<file path="src/rtl/axi_regfile_gen.sv">
// -----------------------------------------------------------------------------
// axi_regfile_gen
//   Parametrised AXI4-Lite slave register file. NREGS 32-bit registers are
//   written over AXI (byte strobes honoured) and presented to user logic on
//   slv_reg. Reads return the user-supplied slv_read vector so status or FIFO
//   data can be mapped alongside control registers.
//
//   Per-register options:
//     RO_MASK[i]    : writes rejected with SLVERR, no update, no strobe
//     PULSE_MASK[i] : written value visible for one cycle, then RESET_VAL[i]
//     RESET_VAL[i]  : value loaded on reset
//
// Ports
//   S_AXI_ACLK / S_AXI_ARESET : clock, asynchronous active-high reset
//   slv_read   [NREGS][32] in : value returned for a read of register i
//   slv_reg    [NREGS][32] out: software-written register contents
//   slv_wr_stb [NREGS]     out: 1-cycle pulse per accepted OKAY write
//   slv_rd_stb [NREGS]     out: 1-cycle pulse per accepted OKAY read
//   S_AXI_AW*/W*/B*/AR*/R*    : AXI4-Lite slave channels (PROT ignored)
//
//   Responses: OKAY 2'b00, SLVERR 2'b10 (write to RO), DECERR 2'b11 (index
//   >= NREGS). One outstanding write and one outstanding read at a time.
// -----------------------------------------------------------------------------
module axi_regfile_gen #(
  parameter int                     NREGS              = 16,
  parameter int                     C_S_AXI_DATA_WIDTH = 32,
  parameter int                     C_S_AXI_ADDR_WIDTH = 6,
  parameter logic [NREGS-1:0]       RO_MASK            = '0,
  parameter logic [NREGS-1:0]       PULSE_MASK         = '0,
  parameter logic [NREGS-1:0][31:0] RESET_VAL          = '0
) (
  input  logic                            S_AXI_ACLK,
  input  logic                            S_AXI_ARESET,
  input  logic [NREGS-1:0][31:0]          slv_read,
  output logic [NREGS-1:0][31:0]          slv_reg,
  output logic [NREGS-1:0]                slv_wr_stb,
  output logic [NREGS-1:0]                slv_rd_stb,
  input  logic [C_S_AXI_ADDR_WIDTH-1:0]   S_AXI_AWADDR,
  input  logic [2:0]                      S_AXI_AWPROT,
  input  logic                            S_AXI_AWVALID,
  output logic                            S_AXI_AWREADY,
  input  logic [C_S_AXI_DATA_WIDTH-1:0]   S_AXI_WDATA,
  input  logic [C_S_AXI_DATA_WIDTH/8-1:0] S_AXI_WSTRB,
  input  logic                            S_AXI_WVALID,
  output logic                            S_AXI_WREADY,
  output logic [1:0]                      S_AXI_BRESP,
  output logic                            S_AXI_BVALID,
  input  logic                            S_AXI_BREADY,
  input  logic [C_S_AXI_ADDR_WIDTH-1:0]   S_AXI_ARADDR,
  input  logic [2:0]                      S_AXI_ARPROT,
  input  logic                            S_AXI_ARVALID,
  output logic                            S_AXI_ARREADY,
  output logic [C_S_AXI_DATA_WIDTH-1:0]   S_AXI_RDATA,
  output logic [1:0]                      S_AXI_RRESP,
  output logic                            S_AXI_RVALID,
  input  logic                            S_AXI_RREADY
);

  localparam int IDXW = C_S_AXI_ADDR_WIDTH - 2;

  localparam logic [1:0] RESP_OKAY   = 2'b00;
  localparam logic [1:0] RESP_SLVERR = 2'b10;
  localparam logic [1:0] RESP_DECERR = 2'b11;

  generate
    if (C_S_AXI_DATA_WIDTH != 32) begin : g_bad_data_width
      $error("axi_regfile_gen: C_S_AXI_DATA_WIDTH must be 32");
    end
    if (NREGS < 1 || (2 ** IDXW) < NREGS) begin : g_bad_nregs
      $error("axi_regfile_gen: NREGS must be >= 1 and fit the address space");
    end
  endgenerate

  typedef enum logic {W_COLLECT, W_RESP} w_state_e;
  typedef enum logic {R_IDLE, R_DATA}    r_state_e;

  // Write channel state. AWREADY/WREADY low in W_COLLECT means that half of
  // the transaction is already latched, so no separate "held" flags exist.
  w_state_e            w_state_q;
  logic                awready_q, wready_q, bvalid_q;
  logic [1:0]          bresp_q;
  logic [IDXW-1:0]     awidx_q;
  logic [31:0]         wdata_q;
  logic [3:0]          wstrb_q;
  logic [NREGS-1:0]    wr_stb_q;

  // Read channel state
  r_state_e            r_state_q;
  logic                arready_q, rvalid_q;
  logic [1:0]          rresp_q;
  logic [31:0]         rdata_q;
  logic [NREGS-1:0]    rd_stb_q;

  logic [NREGS-1:0][31:0] slv_reg_q, slv_reg_d;

  // ---------------------------------------------------------------------------
  // Write decode: take each half from the bus on its handshake cycle, or from
  // the latch if it arrived earlier.
  // ---------------------------------------------------------------------------
  logic             aw_hs, w_hs, wr_commit;
  logic [IDXW-1:0]  wr_idx;
  logic [31:0]      wr_data;
  logic [3:0]       wr_strb;
  logic [NREGS-1:0] wr_hit, wr_en;
  logic [1:0]       wr_resp;

  // NOTE: every signal gets a default at the top of the block so no path
  // leaves it unassigned, which would otherwise infer a latch.
  always_comb begin
    aw_hs     = S_AXI_AWVALID & awready_q;
    w_hs      = S_AXI_WVALID & wready_q;
    wr_idx    = aw_hs ? S_AXI_AWADDR[C_S_AXI_ADDR_WIDTH-1:2] : awidx_q;
    wr_data   = w_hs ? S_AXI_WDATA : wdata_q;
    wr_strb   = w_hs ? S_AXI_WSTRB : wstrb_q;
    wr_commit = (w_state_q == W_COLLECT) && (aw_hs || !awready_q) && (w_hs || !wready_q);
    wr_hit    = '0;
    wr_resp   = RESP_DECERR;
    for (int i = 0; i < NREGS; i++) begin
      if (wr_idx == IDXW'(i)) begin
        if (RO_MASK[i]) begin
          wr_resp = RESP_SLVERR;
        end else begin
          wr_resp   = RESP_OKAY;
          wr_hit[i] = 1'b1;
        end
      end
    end
    wr_en = wr_commit ? wr_hit : '0;
  end

  // Register next state. Pulse registers fall back to their reset value every
  // cycle they are not being written; a write merges onto that reset value.
  always_comb begin
    slv_reg_d = slv_reg_q;
    for (int i = 0; i < NREGS; i++) begin
      if (PULSE_MASK[i]) slv_reg_d[i] = RESET_VAL[i];
      if (wr_en[i]) begin
        for (int b = 0; b < 4; b++) begin
          if (wr_strb[b]) slv_reg_d[i][8*b +: 8] = wr_data[8*b +: 8];
        end
      end
    end
  end

  // NOTE: slv_reg is a bank of individual flops with architectural reset
  // values, not a RAM, so it is reset along with the control state.
  always_ff @(posedge S_AXI_ACLK or posedge S_AXI_ARESET) begin
    if (S_AXI_ARESET) slv_reg_q <= RESET_VAL;
    else              slv_reg_q <= slv_reg_d;
  end

  // NOTE: sequential state uses non-blocking assignments so every flop samples
  // the pre-edge values, independent of statement order.
  always_ff @(posedge S_AXI_ACLK or posedge S_AXI_ARESET) begin
    if (S_AXI_ARESET) begin
      w_state_q <= W_COLLECT;
      awready_q <= 1'b1;
      wready_q  <= 1'b1;
      bvalid_q  <= 1'b0;
      bresp_q   <= RESP_OKAY;
      awidx_q   <= '0;
      wdata_q   <= '0;
      wstrb_q   <= '0;
      wr_stb_q  <= '0;
    end else begin
      wr_stb_q <= '0;
      unique case (w_state_q)
        W_COLLECT: begin
          if (aw_hs) awidx_q <= S_AXI_AWADDR[C_S_AXI_ADDR_WIDTH-1:2];
          if (w_hs) begin
            wdata_q <= S_AXI_WDATA;
            wstrb_q <= S_AXI_WSTRB;
          end
          if (wr_commit) begin
            awready_q <= 1'b0;
            wready_q  <= 1'b0;
            bvalid_q  <= 1'b1;
            bresp_q   <= wr_resp;
            wr_stb_q  <= wr_hit;
            w_state_q <= W_RESP;
          end else begin
            if (aw_hs) awready_q <= 1'b0;
            if (w_hs)  wready_q  <= 1'b0;
          end
        end
        W_RESP: begin
          if (S_AXI_BREADY) begin
            bvalid_q  <= 1'b0;
            awready_q <= 1'b1;
            wready_q  <= 1'b1;
            w_state_q <= W_COLLECT;
          end
        end
        default: w_state_q <= W_COLLECT;
      endcase
    end
  end

  // ---------------------------------------------------------------------------
  // Read path: slv_read is sampled on the AR handshake edge, so a write
  // committing on the same edge is not yet visible to that read.
  // ---------------------------------------------------------------------------
  logic             ar_hs;
  logic [IDXW-1:0]  ar_idx;
  logic [NREGS-1:0] rd_hit;
  logic [31:0]      rd_val;

  always_comb begin
    ar_hs  = S_AXI_ARVALID & arready_q;
    ar_idx = S_AXI_ARADDR[C_S_AXI_ADDR_WIDTH-1:2];
    rd_hit = '0;
    rd_val = '0;
    for (int i = 0; i < NREGS; i++) begin
      if (ar_idx == IDXW'(i)) begin
        rd_hit[i] = 1'b1;
        rd_val    = slv_read[i];
      end
    end
  end

  always_ff @(posedge S_AXI_ACLK or posedge S_AXI_ARESET) begin
    if (S_AXI_ARESET) begin
      r_state_q <= R_IDLE;
      arready_q <= 1'b1;
      rvalid_q  <= 1'b0;
      rresp_q   <= RESP_OKAY;
      rdata_q   <= '0;
      rd_stb_q  <= '0;
    end else begin
      rd_stb_q <= '0;
      unique case (r_state_q)
        R_IDLE: begin
          if (ar_hs) begin
            rdata_q   <= rd_val;
            rresp_q   <= (|rd_hit) ? RESP_OKAY : RESP_DECERR;
            rd_stb_q  <= rd_hit;
            rvalid_q  <= 1'b1;
            arready_q <= 1'b0;
            r_state_q <= R_DATA;
          end
        end
        R_DATA: begin
          if (S_AXI_RREADY) begin
            rvalid_q  <= 1'b0;
            arready_q <= 1'b1;
            r_state_q <= R_IDLE;
          end
        end
        default: r_state_q <= R_IDLE;
      endcase
    end
  end

  // PROT and the byte offset within a word carry no meaning here.
  logic unused_ok;
  assign unused_ok = ^{S_AXI_AWPROT, S_AXI_ARPROT,
                       S_AXI_AWADDR[1:0], S_AXI_ARADDR[1:0]};

  assign slv_reg       = slv_reg_q;
  assign slv_wr_stb    = wr_stb_q;
  assign slv_rd_stb    = rd_stb_q;
  assign S_AXI_AWREADY = awready_q;
  assign S_AXI_WREADY  = wready_q;
  assign S_AXI_BVALID  = bvalid_q;
  assign S_AXI_BRESP   = bresp_q;
  assign S_AXI_ARREADY = arready_q;
  assign S_AXI_RVALID  = rvalid_q;
  assign S_AXI_RRESP   = rresp_q;
  assign S_AXI_RDATA   = rdata_q;

endmodule

</file>
<file path="config.mk">
export PLATFORM = sky130hd
export DESIGN_NAME = axi_regfile_gen
export DESIGN_NICKNAME = d
export VERILOG_FILES = /design/src/rtl/axi_regfile_gen.sv
export SDC_FILE = /design/constraint.sdc
export NUM_CORES = 1
export LEC_CHECK = 0
export ABC_AREA = 1
export CORE_AREA = 5 5 453 455
export CTS_CLUSTER_DIAMETER = 150
export DETAILED_ROUTE_END_ITERATION = 7
export DIE_AREA = 0 0 458 460
export PLACE_DENSITY = 0.35
export SLEW_MARGIN = 25
export SYNTH_ARGS = -nofsm -noshare
export SYNTH_HDL_FRONTEND = slang
export SYNTH_SLANG_ARGS = --single-unit
</file>
<file path="constraint.sdc">
create_clock -name S_AXI_ACLK -period 28.4 [get_ports S_AXI_ACLK]
set_input_delay 7.1 -clock S_AXI_ACLK [delete_from_list [all_inputs] [get_ports S_AXI_ACLK]]
set_output_delay 7.1 -clock S_AXI_ACLK [all_outputs]
set_load 0.005 [all_outputs]
</file>
# Word level (Yosys, flattened, before mapping)
# Cells that the tools add are included.
[totals] regBits=627 out_inout_bits=585 inputBits=573
[classes] eq_ne=36 n_reduce_logical=79 n_bitwise=5 muxes=94
[op_table] operator="$mux 32" n=17
[op_table] operator="$reduce_and 2->1" n=70
[op_table] operator="$eq 4x4->1 const B" n=16
[op_table] operator="$mux 16" n=4
[op_table] operator="$mux 1" n=47
[op_table] operator="$mux 2" n=17
[op_table] operator="$eq 4x3->1 const B" n=8
[op_table] operator="$eq 4x2->1 const B" n=4
[op_table] operator="$reduce_or 16->1" n=1
[op_table] operator="$pmux 1 s2" n=7
[op_table] operator="$eq 4x1->1 const B" n=2
[op_table] operator="$logic_not 4->1" n=2
[op_table] operator="$mux 4" n=2
[op_table] operator="$ne 2x2->1 const B" n=4
[op_table] operator="$ne 3x3->1 const B" n=2
[op_table] operator="$and 1x1->1" n=3
[op_table] operator="$logic_and 1x1->1" n=2
[op_table] operator="$logic_not 1->1" n=2
[op_table] operator="$logic_or 1x1->1" n=2
[op_table] operator="$not 1->1" n=2

# Longest topological paths before layout
# Gate-level depths: netlist (run 1).
[depth] depth_word=19 ltp_mapped=15

# Worst setup path before layout (run 1)
# No wires, ideal clock.
[synth_path] path_type="input port to flip-flop" startpoint="input S_AXI_WVALID" endpoint="register slv_reg_q (netlist bit slv_reg[199])" arrival_ns=8.475 path_stages=6 setup_ns=0.128 required_time_ns=28.272 path_buffers=1 slack_ns=19.797 path_cell_list="nand2_1 > inv_2 > o21ai_4 > buf_8 > nor2_4 > mux2_1"
[synth_between] elab_chain_cells=5
[synth_rtl] item="start, declared" line_no="44" rtl="input logic S_AXI_WVALID,"
[synth_rtl] item="$and 1x1->1 *" line_no="111" rtl="w_hs = S_AXI_WVALID & wready_q;"
[synth_rtl] item="$logic_or 1x1->1" line_no="115" rtl="wr_commit = (w_state_q == W_COLLECT) && (aw_hs || !awready_q) && (w_hs || !wready_q);"
[synth_rtl] item="$logic_and 1x1->1" line_no="115"
[synth_rtl] item="$mux 16" line_no="128" rtl="wr_en = wr_commit ? wr_hit : '0;"
[synth_rtl] item="$reduce_and 2->1 (no line)"
[synth_rtl] item="end signal, assigned" line_no="149" rtl="else slv_reg_q <= slv_reg_d;"
[synth_rtl] item="end, declared" line_no="94" rtl="logic [NREGS-1:0][31:0] slv_reg_q, slv_reg_d;"
# Mark *: on every way between the ends. The rest lies on a longest branch, timed or not.
# A chain may end at the register's enable or synchronous reset.

==> qor.yml, run 1 <==
cells_and_area:
  design_area_um2: 46200
  syn2layout_area_growth_pct: 62.2
  fin_util_pct: 23.0
  drive_gt1_share_pct: 14.0
  largest_reg_flops: 512
  nets: 4354
  fin_cells: 6539
placement:
  place_inst: 6368
  place_area_um2: 43400
  place_congestion: 0.912
  hpwl_um: 149000
  port_buffers: 1147
synth:
  synth_cells: 2623
  yosysWarnings: 0
  synth_top_area_share_pct: 54.6
  synth_fp_nets: 3196
  ys_seq_area_share_pct: 54.9
  ys_types: 33
  yosys_most_used_dff: "dfrtp_1"
  yosysMostFrequentCell: "dfrtp_1"
  synth_top_area_cell: "dfrtp_1"
  ys_top_cells_by_count: "dfrtp_1, nand2_1, mux2_1, mux2_2, nor2_1"
  async_flop_share_pct: 100
  synth_edf_count: 0
  synth.area.top_cells: "dfrtp_1, mux2_1, mux2_2"
  ys_ff_latch: 625
  avgSynthCellArea_um2: 10.9
  syn_area_um2: 28500
timing:
  period_share_pct: 38.0
  drv_slew: 0
  max_freq_ghz: 0.0927
  setup_violations: 0
  fin_skew_ns: 0.0710
  maxSlewHeadroom_pct: 32.9
  finalHoldViolations: 0
  tightest_slew_ns: 1.01
  period_minus_slack_ns: 10.78
  final.setup.tns_ns: 0
  rsz0062_at_grt: "no"
power_and_ir_drop:
  powerDensity_nw_per_um2: 88.9
  p_total_uw: 4110
  leakagePower_uw: 0.0205
  peakVddDrop_v: 0.0000452
setup_path:
  startpoint_type: "input port"
  crit_type: "input port to async pin"
  worstPathArrival_ns: 11.46
  crit_required_ns: 29.08
  end_kind: "async pin"
  cp_max_fo: 113
  regToRegSetupSlack_ns: 25.45
cts:
  post_cts_buffers: 0
  cts_hold_buf: 0
  cts.repair.resized: 0
  cts_tree: "done"
  cts_root_buffer: "clkbuf_16"
  clock_latency_ns: 0.73
  cts_max_level: 3
  numClockSinks: 625
  clk_pin_slew_ns: 0.06
  clockBufferDepth: 3
  cts_buffers: 82
global_route:
  antenna_found_initial: 60
  overflow: 0
  grt_pass1_wl_um: 245000
  grt_max_degree: 147
  grt_usage_pct: 17.0
  first_global_vias: 25700
floorplan:
  fp.coreArea_um2: 201000
  die_y_um: 460
  die_w_um: 458
  num_rows: 165
  start_util_pct: 14.2
  io_pins: 1158
  dieArea_um2: 211000
route:
  via_per_inst: 3.75
  drtIter0Drc: 1185
  dr.pass1.iters: 5
  antenna_left: 0
  wl_per_cell_um: 28.6
  drcViolationCount: 0
  vias: 24600
  wl_um: 187000
min_path:
  hp-class: "flop to flop"
run:
  max-cap-violations: 0
outcome:
  status: "completed"
-- per-stage QoR --
stage	hold WS [ns]	setup slack (ns)
floorplan	0.450	3.80
global placement	0.464	16.70
detailed placement	0.464	16.73
CTS	0.483	17.52
global route	0.493	16.94
finish	0.478	17.62
-- worst paths after layout --
kind                              endpoint             from  cells after the start
setup reg to reg              slv_reg[255]     S_AXI_WREADY                      7
max in group S_AXI_ACLK     S_AXI_RDATA[6]  S_AXI_ARADDR[3]                     12
min in group asynchronous    slv_rd_stb[2]     S_AXI_ARESET                      2
hold reg to reg            S_AXI_RDATA[10]  S_AXI_RDATA[10]                      2
setup / recovery                 w_state_q     S_AXI_ARESET                      7
hold / removal             S_AXI_RDATA[10]  S_AXI_RDATA[10]                      2
-- layer usage --
layer	vias to the layer above	track usage [%]	share of wire, %
li1	11100	-	-
met1	12200	17.1	34
met2	951	31.1	52
met3	196	8.72	11
met4	48	4.40	2.1
met5	-	0	0.16
-- layout by cell type (no fill, tap or decap), types with 3 or more instances in the layout --
master,synthesis,routed
clkbuf_1,111,28
nand4_1,89,89
o21ai_1,3,13
a22o_1,3,3
dfrtp_1,622,622
o21ai_0,79,47
diode_2,0,25
clkinv_2,0,5
clkinv_16,0,5
nand2_1,543,540
inv_1,150,149
o21ai_4,4,10
clkbuf_16,0,82
a21oi_1,59,59
mux2_1,320,320
inv_2,17,17
nor2_4,44,49
nor2_2,9,15
bufinv_16,0,3
or2_2,37,37
buf_4,2,47
mux2_2,192,192
dfstp_2,3,3
nand3_2,3,3
o21ai_2,2,18
clkbuf_8,0,19
nor3_1,3,3
nand3_1,132,131
nor2_8,20,20
nor2_1,159,148
clkdlybuf4s50_1,0,1147
-- critical path, stage by stage --
cell	delay (ns)
clkdlybuf4s50_1	0.49
inv_8	0.46
buf_12	0.31
buf_16	0.45
buf_4	0.83
buf_4	0.68
buf_4	0.77
-- final cells by class --
class / count / area (um2)
inverter: 168 / 638
sequential: 625 / 15600
fill: 21800 / 155000
clock buffer: 129 / 2420
antenna: 25 / 62.6
tap: 2672 / 3340
clock inverter: 16 / 302
multi-input combinational: 1707 / 11900
timing repair buffer: 1197 / 11900
-- cell families after synthesis --
group | count (synthesis) | synth area share, %
AOI/OAI and AO/OA | 153 | 2.94
and+or+nand+nor | 1042 | 17.9
DFF | 625 | 54.9
buffers and inverters | 291 | 4.03
muxes | 512 | 20.2
-- report_power, final --
part	internal, uW	leakage [uW]	switching (uW)	total, uW
combinational	816	0.0109	850	1670
sequential	1210	0.00837	172	1390
clock	616	0.00131	443	1060
total	2650	0.0205	1460	4110
No activity file was read; power rests on OpenSTA's default activity.
==> run 2: changes to the inputs <==
--- a/config.mk
+++ b/config.mk
@@ -6,11 +6,11 @@
 export NUM_CORES = 1
 export LEC_CHECK = 0
 export ABC_AREA = 1
-export CORE_AREA = 5 5 453 455
+export CORE_AREA = 5 5 448 450
 export CTS_CLUSTER_DIAMETER = 150
 export DETAILED_ROUTE_END_ITERATION = 7
-export DIE_AREA = 0 0 458 460
-export PLACE_DENSITY = 0.35
+export DIE_AREA = 0 0 453 455
+export PLACE_DENSITY = 0.37
 export SLEW_MARGIN = 25
 export SYNTH_ARGS = -nofsm -noshare
 export SYNTH_HDL_FRONTEND = slang
==> constraint.sdc (replaced) <==
create_clock -name S_AXI_ACLK -period 9.1 [get_ports S_AXI_ACLK]
set_input_delay 2.275 -clock S_AXI_ACLK [delete_from_list [all_inputs] [get_ports S_AXI_ACLK]]
set_output_delay 2.275 -clock S_AXI_ACLK [all_outputs]
set_load 0.005 [all_outputs]
==> run 2 against run 1 <==
  * Non-clock buffer count grew 2
  * Power grew to 3.2 times the previous value
  * Cell area grew 0.30%
  * Count of clock-buffer cells in the layout shrank 17
  * Combinational power grew to 3.1 times the previous value
  * Register-to-register slack lost 19 ns
  * Highest routed layer unchanged
  * Utilization grew 0.62 points
  * Sequential cell count is the same
  * Cell count shrank 0.41%
  * Global-route usage grew 1.4 points
  * Clock power grew to 3.3 times the previous value
==> qor.yml, run 2 (synthesis results as in run 1) <==
cts:
  cts.repair.resized: 0  # unchanged
  clk_pin_slew_ns: 0.06  # about the same
  cts_hold_buf: 0  # unchanged
  cts_max_level: 3  # unchanged
  numClockSinks: 625  # unchanged
  clockBufferDepth: 3  # unchanged
  cts_buffers: 81  # -1.2%
  clock_latency_ns: 0.70  # -0.03 ns
  cts_tree: "done"
  post_cts_buffers: 0  # unchanged
  cts_root_buffer: "clkbuf_16"
setup_path:
  crit_buf_inv: 3  # -4
  crit_top_cell: "nand2_1"
  crit_required_ns: 9.67  # -19.41 ns
  end_kind: "flop"
  crit_type: "input port to flop"
  cp_slowest_cell: "clkdlybuf4s50_1"
  max_stage_delay_ns: 0.68  # -0.15 ns
  worstPathCellList: "clkdlybuf4s50_1 -> nand2_1 -> nor2_2 -> buf_4 -> inv_1 -> or2_2 -> nand2_1 -> nand4_1 -> nor2_1 -> nand4_1 -> nand2_1 -> nand2_1"
  worstPathArrival_ns: 6.10  # -5.36 ns
  cp_max_fo: 33  # -71%
  startpoint_type: "input port"
  critical-path-top-delay-family: "simple AND/OR/NAND/NOR gates"
cells_and_area:
  largest_reg_flops: 512  # unchanged
  fin_util_pct: 23.6  # +0.62 points
  nFillCells: 21300  # -2.2%
  drive_gt1_share_pct: 14.7  # +0.72 points
  final_cell_mix: "clkdlybuf4s50_1, dfrtp_1, nand2_1"
  final_common_cell: "clkdlybuf4s50_1"
  nets: 4355  # +0.023%
  design_area_um2: 46400  # +0.30%
  syn2layout_area_growth_pct: 62.7
power_and_ir_drop:
  peakVddDrop_v: 0.000154  # +240%
  p_total_uw: 13000  # +220%
  powerDensity_nw_per_um2: 280  # +220%
  leakagePower_uw: 0.0206  # +0.45%
global_route:
  overflow: 0  # unchanged
  grt_max_degree: 128  # -13%
  antenna_found_initial: 83  # +38%
  grtUsageMet1_pct: 19.1  # +2.0 points
  busiest_layer: "met2"
  met2_usage_pct: 34.9  # +3.9 points
  first_global_vias: 26200  # +1.8%
  grt_pass1_wl_um: 257000  # +4.6%
  grt_usage_pct: 18.5  # +1.4 points
  use_met3_pct: 5.47  # -3.3 points
route:
  antenna_left: 0  # unchanged
  vias: 25100  # +2.3%
  via_per_inst: 3.86  # +2.7%
  drcViolationCount: 0  # unchanged
  wl_um: 197000  # +5.5%
  wl_per_cell_um: 30.3  # +5.9%
  drtIter0Drc: 1409  # +19%
  dr.pass1.iters: 5  # unchanged
timing:
  period_minus_slack_ns: 5.53
  final.setup.tns_ns: 0  # unchanged
  setup_violations: 0  # unchanged
  finalHoldViolations: 0  # unchanged
  max_freq_ghz: 0.181
  fin_skew_ns: 0.0342  # -0.0368 ns
  rsz0062_at_grt: "no"
  drv_slew: 0  # unchanged
  tightest_slew_ns: 1.10  # +0.0940 ns
  period_share_pct: 60.8
  maxSlewHeadroom_pct: 26.7  # -6.3 points
placement:
  port_buffers: 1147  # unchanged
  place_congestion: 0.954  # +4.6%
  place_area_um2: 43400  # about the same
  hpwl_um: 159000  # +6.8%
outcome:
  status: "completed"
floorplan:
  die_y_um: 455  # -1.1%
  io_pins: 1158  # unchanged
  start_util_pct: 14.5  # +0.34 points
  num_rows: 163  # -1.2%
  dieArea_um2: 206000  # -2.2%
  fp.coreArea_um2: 196000  # -2.3%
  die_w_um: 453  # -1.1%
run:
  max-cap-violations: 0  # unchanged
min_path:
  hp-class: "flop to flop"
## run 2: cell types whose count changed in the layout (fill, tap and decap cells not counted), moves of 4 or more
cell	before	now
clkinvlp_4	1	5
o21ai_1	13	8
o21ai_2	18	22
bufinv_16	3	7
clkinv_2	5	15
clkbuf_1	28	9
## run 2: worst paths after layout
path / from / to / slack (ns) / depth (start not counted)
worst min register to register: awidx_q[3] / awidx_q[3] / 0.48 / 2
worst min-delay path: awidx_q[3] / awidx_q[3] / 0.48 / 2
worst max register to register: S_AXI_AWREADY / slv_reg[27] / 6.33 / 7
max in group asynchronous: S_AXI_ARESET / S_AXI_RDATA[17] / 5.22 / 4
min in group asynchronous: S_AXI_ARESET / slv_reg[460] / 1.97 / 2
worst max-delay path: S_AXI_ARADDR[4] / S_AXI_RDATA[21] / 3.57 / 12
## run 2: report_power, final
group	switching (uW)	total (uW)	internal, uW
Clock	1410	3450	2040
Combinational	2680	5230	2540
Sequential	532	4320	3790
## run 2: routing by layer
metal	routed length (um)	vias to the layer above
li1	-	11100
met2	107000	952
met5	68	-
met1	69700	12800
met3	14100	274
met4	6740	10
## run 2: worst min-delay path: stages, from the launching register on
cell and delay (ns):
dfrtp_1 0.34, nand2_1 0.04, o21ai_0 0.06
## run 2: cell type report
type                       instances  area (um2)  share of cell area, %
sequential                       625       15600                   33.7
multi-input combinational       1707       11900                   25.7
tap                             2640        3300                   7.12
clock inverter                    34         499                   1.08
antenna                           27        67.6                  0.146
inverter                         168         634                   1.37
timing repair buffer            1199       11900                   25.7
clock buffer                     112        2370                   5.12
## run 2: through the flow
step           setup slack, ns  cells  hold slack (ns)
3_3_place_gp              2.69   6339            0.463
3_5_place_dp              2.66   6339            0.467
6_report                  3.57   6512            0.477
2_1_floorplan            -1.71   2623            0.450
5_1_grt                   3.35   6507            0.491
4_1_cts                   3.43   6485            0.482
==> run 3: changes to the inputs <==
--- a/config.mk
+++ b/config.mk
@@ -6,11 +6,11 @@
 export NUM_CORES = 1
 export LEC_CHECK = 0
 export ABC_AREA = 1
-export CORE_AREA = 5 5 448 450
+export CORE_AREA = 5 5 453 455
 export CTS_CLUSTER_DIAMETER = 150
 export DETAILED_ROUTE_END_ITERATION = 7
-export DIE_AREA = 0 0 453 455
-export PLACE_DENSITY = 0.37
+export DIE_AREA = 0 0 458 460
+export PLACE_DENSITY = 0.35
 export SLEW_MARGIN = 25
 export SYNTH_ARGS = -nofsm -noshare
 export SYNTH_HDL_FRONTEND = slang
==> constraint.sdc (replaced) <==
create_clock -name S_AXI_ACLK -period 5.18 [get_ports S_AXI_ACLK]
set_input_delay 1.295 -clock S_AXI_ACLK [delete_from_list [all_inputs] [get_ports S_AXI_ACLK]]
set_output_delay 1.295 -clock S_AXI_ACLK [all_outputs]
set_load 0.005 [all_outputs]
==> run 3 against run 2 <==
  * Cell area grew 0.17%
  * Count of clock-buffer cells in the layout grew 9
  * Routed wire length is 5.8% lower
  * Critical path depth increased by 2
  * Worst hold slack got worse by 0.00052 ns
  * Sequential power rose by 76%
  * Sequential cell count unchanged
  * Combinational power rose by 75%
  * Setup slack worse by 2.0 ns
  * Critical path type unchanged
==> qor.yml, run 3 (synthesis results as in run 1) <==
timing:
  fin_hold_ws_ns: 0.477  # -0.000517 ns
  tightest_slew_ns: 0.993  # -0.107 ns
  fin_skew_ns: 0.0561  # +0.0219 ns
  period_minus_slack_ns: 3.64
  period_share_pct: 70.3
  rsz0062_at_grt: "no"
  finalHoldViolations: 0  # unchanged
  drv_slew: 0  # unchanged
  setup_violations: 0  # unchanged
  max_freq_ghz: 0.274
  maxSlewHeadroom_pct: 33.8  # +7.1 points
floorplan:
  die_y_um: 460  # +1.1%
  dieArea_um2: 211000  # +2.2%
  io_pins: 1158  # unchanged
  fp.coreArea_um2: 201000  # +2.4%
  die_w_um: 458  # +1.1%
  start_util_pct: 14.2  # -0.34 points
  num_rows: 165  # +1.2%
cts:
  cts_hold_buf: 0  # unchanged
  numClockSinks: 625  # unchanged
  cts_root_buffer: "clkbuf_16"
  cts_tree: "done"
  cts.repair.resized: 0  # unchanged
  post_cts_buffers: 0  # unchanged
  cts_buffers: 79  # -2.5%
  clk_pin_slew_ns: 0.06  # about the same
  cts_max_level: 3  # unchanged
  clock_latency_ns: 0.72  # +0.02 ns
  clockBufferDepth: 3  # unchanged
setup_path:
  worstPathArrival_ns: 4.27  # -1.83 ns
  end_kind: "flop"
  crit_type: "input port to flop"
  cp_max_fo: 11  # -67%
  startpoint_type: "input port"
  crit_required_ns: 5.81  # -3.86 ns
power_and_ir_drop:
  powerDensity_nw_per_um2: 484  # +73%
  p_total_uw: 22500  # +73%
  leakagePower_uw: 0.0207  # +0.23%
  peakVddDrop_v: 0.000240  # +56%
placement:
  place_congestion: 0.890  # -6.7%
  place_inst: 6399  # +0.95%
  hpwl_um: 149000  # -6.2%
  port_buffers: 1147  # unchanged
route:
  wl_um: 186000  # -5.8%
  drcViolationCount: 0  # unchanged
  drtIter0Drc: 1180  # -16%
  dr.pass1.iters: 5  # unchanged
  vias: 24700  # -1.7%
  via_per_inst: 3.76  # -2.5%
  wl_per_cell_um: 28.3  # -6.6%
  antenna_left: 0  # unchanged
global_route:
  overflow: 0  # unchanged
  grt_max_degree: 104  # -19%
  grt_usage_pct: 17.0  # -1.5 points
  grt_pass1_wl_um: 245000  # -4.3%
  first_global_vias: 26200  # +0.15%
  antenna_found_initial: 52  # -37%
run:
  max-cap-violations: 0  # unchanged
min_path:
  hp-class: "flop to flop"
cells_and_area:
  drive_gt1_share_pct: 14.7  # -0.040 points
  fin_cells: 6564  # +0.80%
  nets: 4381  # +0.60%
  syn2layout_area_growth_pct: 63.0
  final_common_cell: "clkdlybuf4s50_1"
  final_cell_mix: "clkdlybuf4s50_1, dfrtp_1, nand2_1"
  fin_util_pct: 23.1  # -0.51 points
  largest_reg_flops: 512  # unchanged
outcome:
  status: "completed"
-- run 3: per-layer routing --
| metal | vias to the layer above | share of wire, % | global-route usage [%] |
|---|---|---|---|
| met1 | 12300 | 35 | 17.1 |
| met5 | - | 0.14 | 0 |
| li1 | 11200 | - | - |
| met3 | 225 | 11 | 8.10 |
| met2 | 921 | 52 | 30.8 |
| met4 | 42 | 3.0 | 5.47 |
-- run 3: cell type report --
| cell class | instances | area, um2 |
|---|---|---|
| fill | 21900 | 154000 |
| sequential | 625 | 15600 |
| timing repair buffer | 1227 | 12200 |
| multi-input combinational | 1707 | 11900 |
| tap | 2672 | 3340 |
| clock buffer | 121 | 2310 |
| inverter | 168 | 634 |
| clock inverter | 21 | 375 |
| antenna | 23 | 57.6 |
-- run 3: metrics by stage --
| stage | setup slack [ns] | setup TNS (ns) | instance area, um2 |
|---|---|---|---|
| after global routing | 1.34 | 0 | 46400 |
| after floorplan | -4.65 | -2896.19 | 28500 |
| final | 1.54 | 0 | 46400 |
| after global placement | 0.665 | 0 | 43700 |
| after CTS | 1.45 | 0 | 46400 |
| after detailed placement | 0.665 | 0 | 43700 |
-- run 3: worst max-delay path: stages --
cell             delay, ns
clkdlybuf4s50_1       0.61
nand2_1               0.25
nor2_1                0.38
clkinv_1              0.44
buf_4                 0.33
nor2_1                0.09
nor2_1                0.05
nand4_1               0.06
nand2_1               0.14
nand4_1               0.11
nand2_1               0.06
nand4_1               0.25
nand2_1               0.12
nand2_1               0.08
-- run 3: path summary, 6_finish.rpt --
path                                      start               to  slack, ns  cells after the start
worst max-delay path            S_AXI_ARADDR[2]  S_AXI_RDATA[10]       1.54                     14
worst min-delay path                 awidx_q[3]       awidx_q[3]       0.48                      2
worst max register to register     S_AXI_WREADY     slv_reg[475]       2.30                      6
worst min register to register       awidx_q[3]       awidx_q[3]       0.48                      2
max in group asynchronous          S_AXI_ARESET     slv_reg[351]       2.77                      4
min in group asynchronous          S_AXI_ARESET     slv_reg[215]       1.26                      2
-- run 3: power breakdown --
part	total, uW	switching, uW	internal (uW)	leakage (uW)
Combinational	9160	4640	4520	0.0110
Sequential	7590	937	6650	0.00837
Clock	5750	2430	3320	0.00130
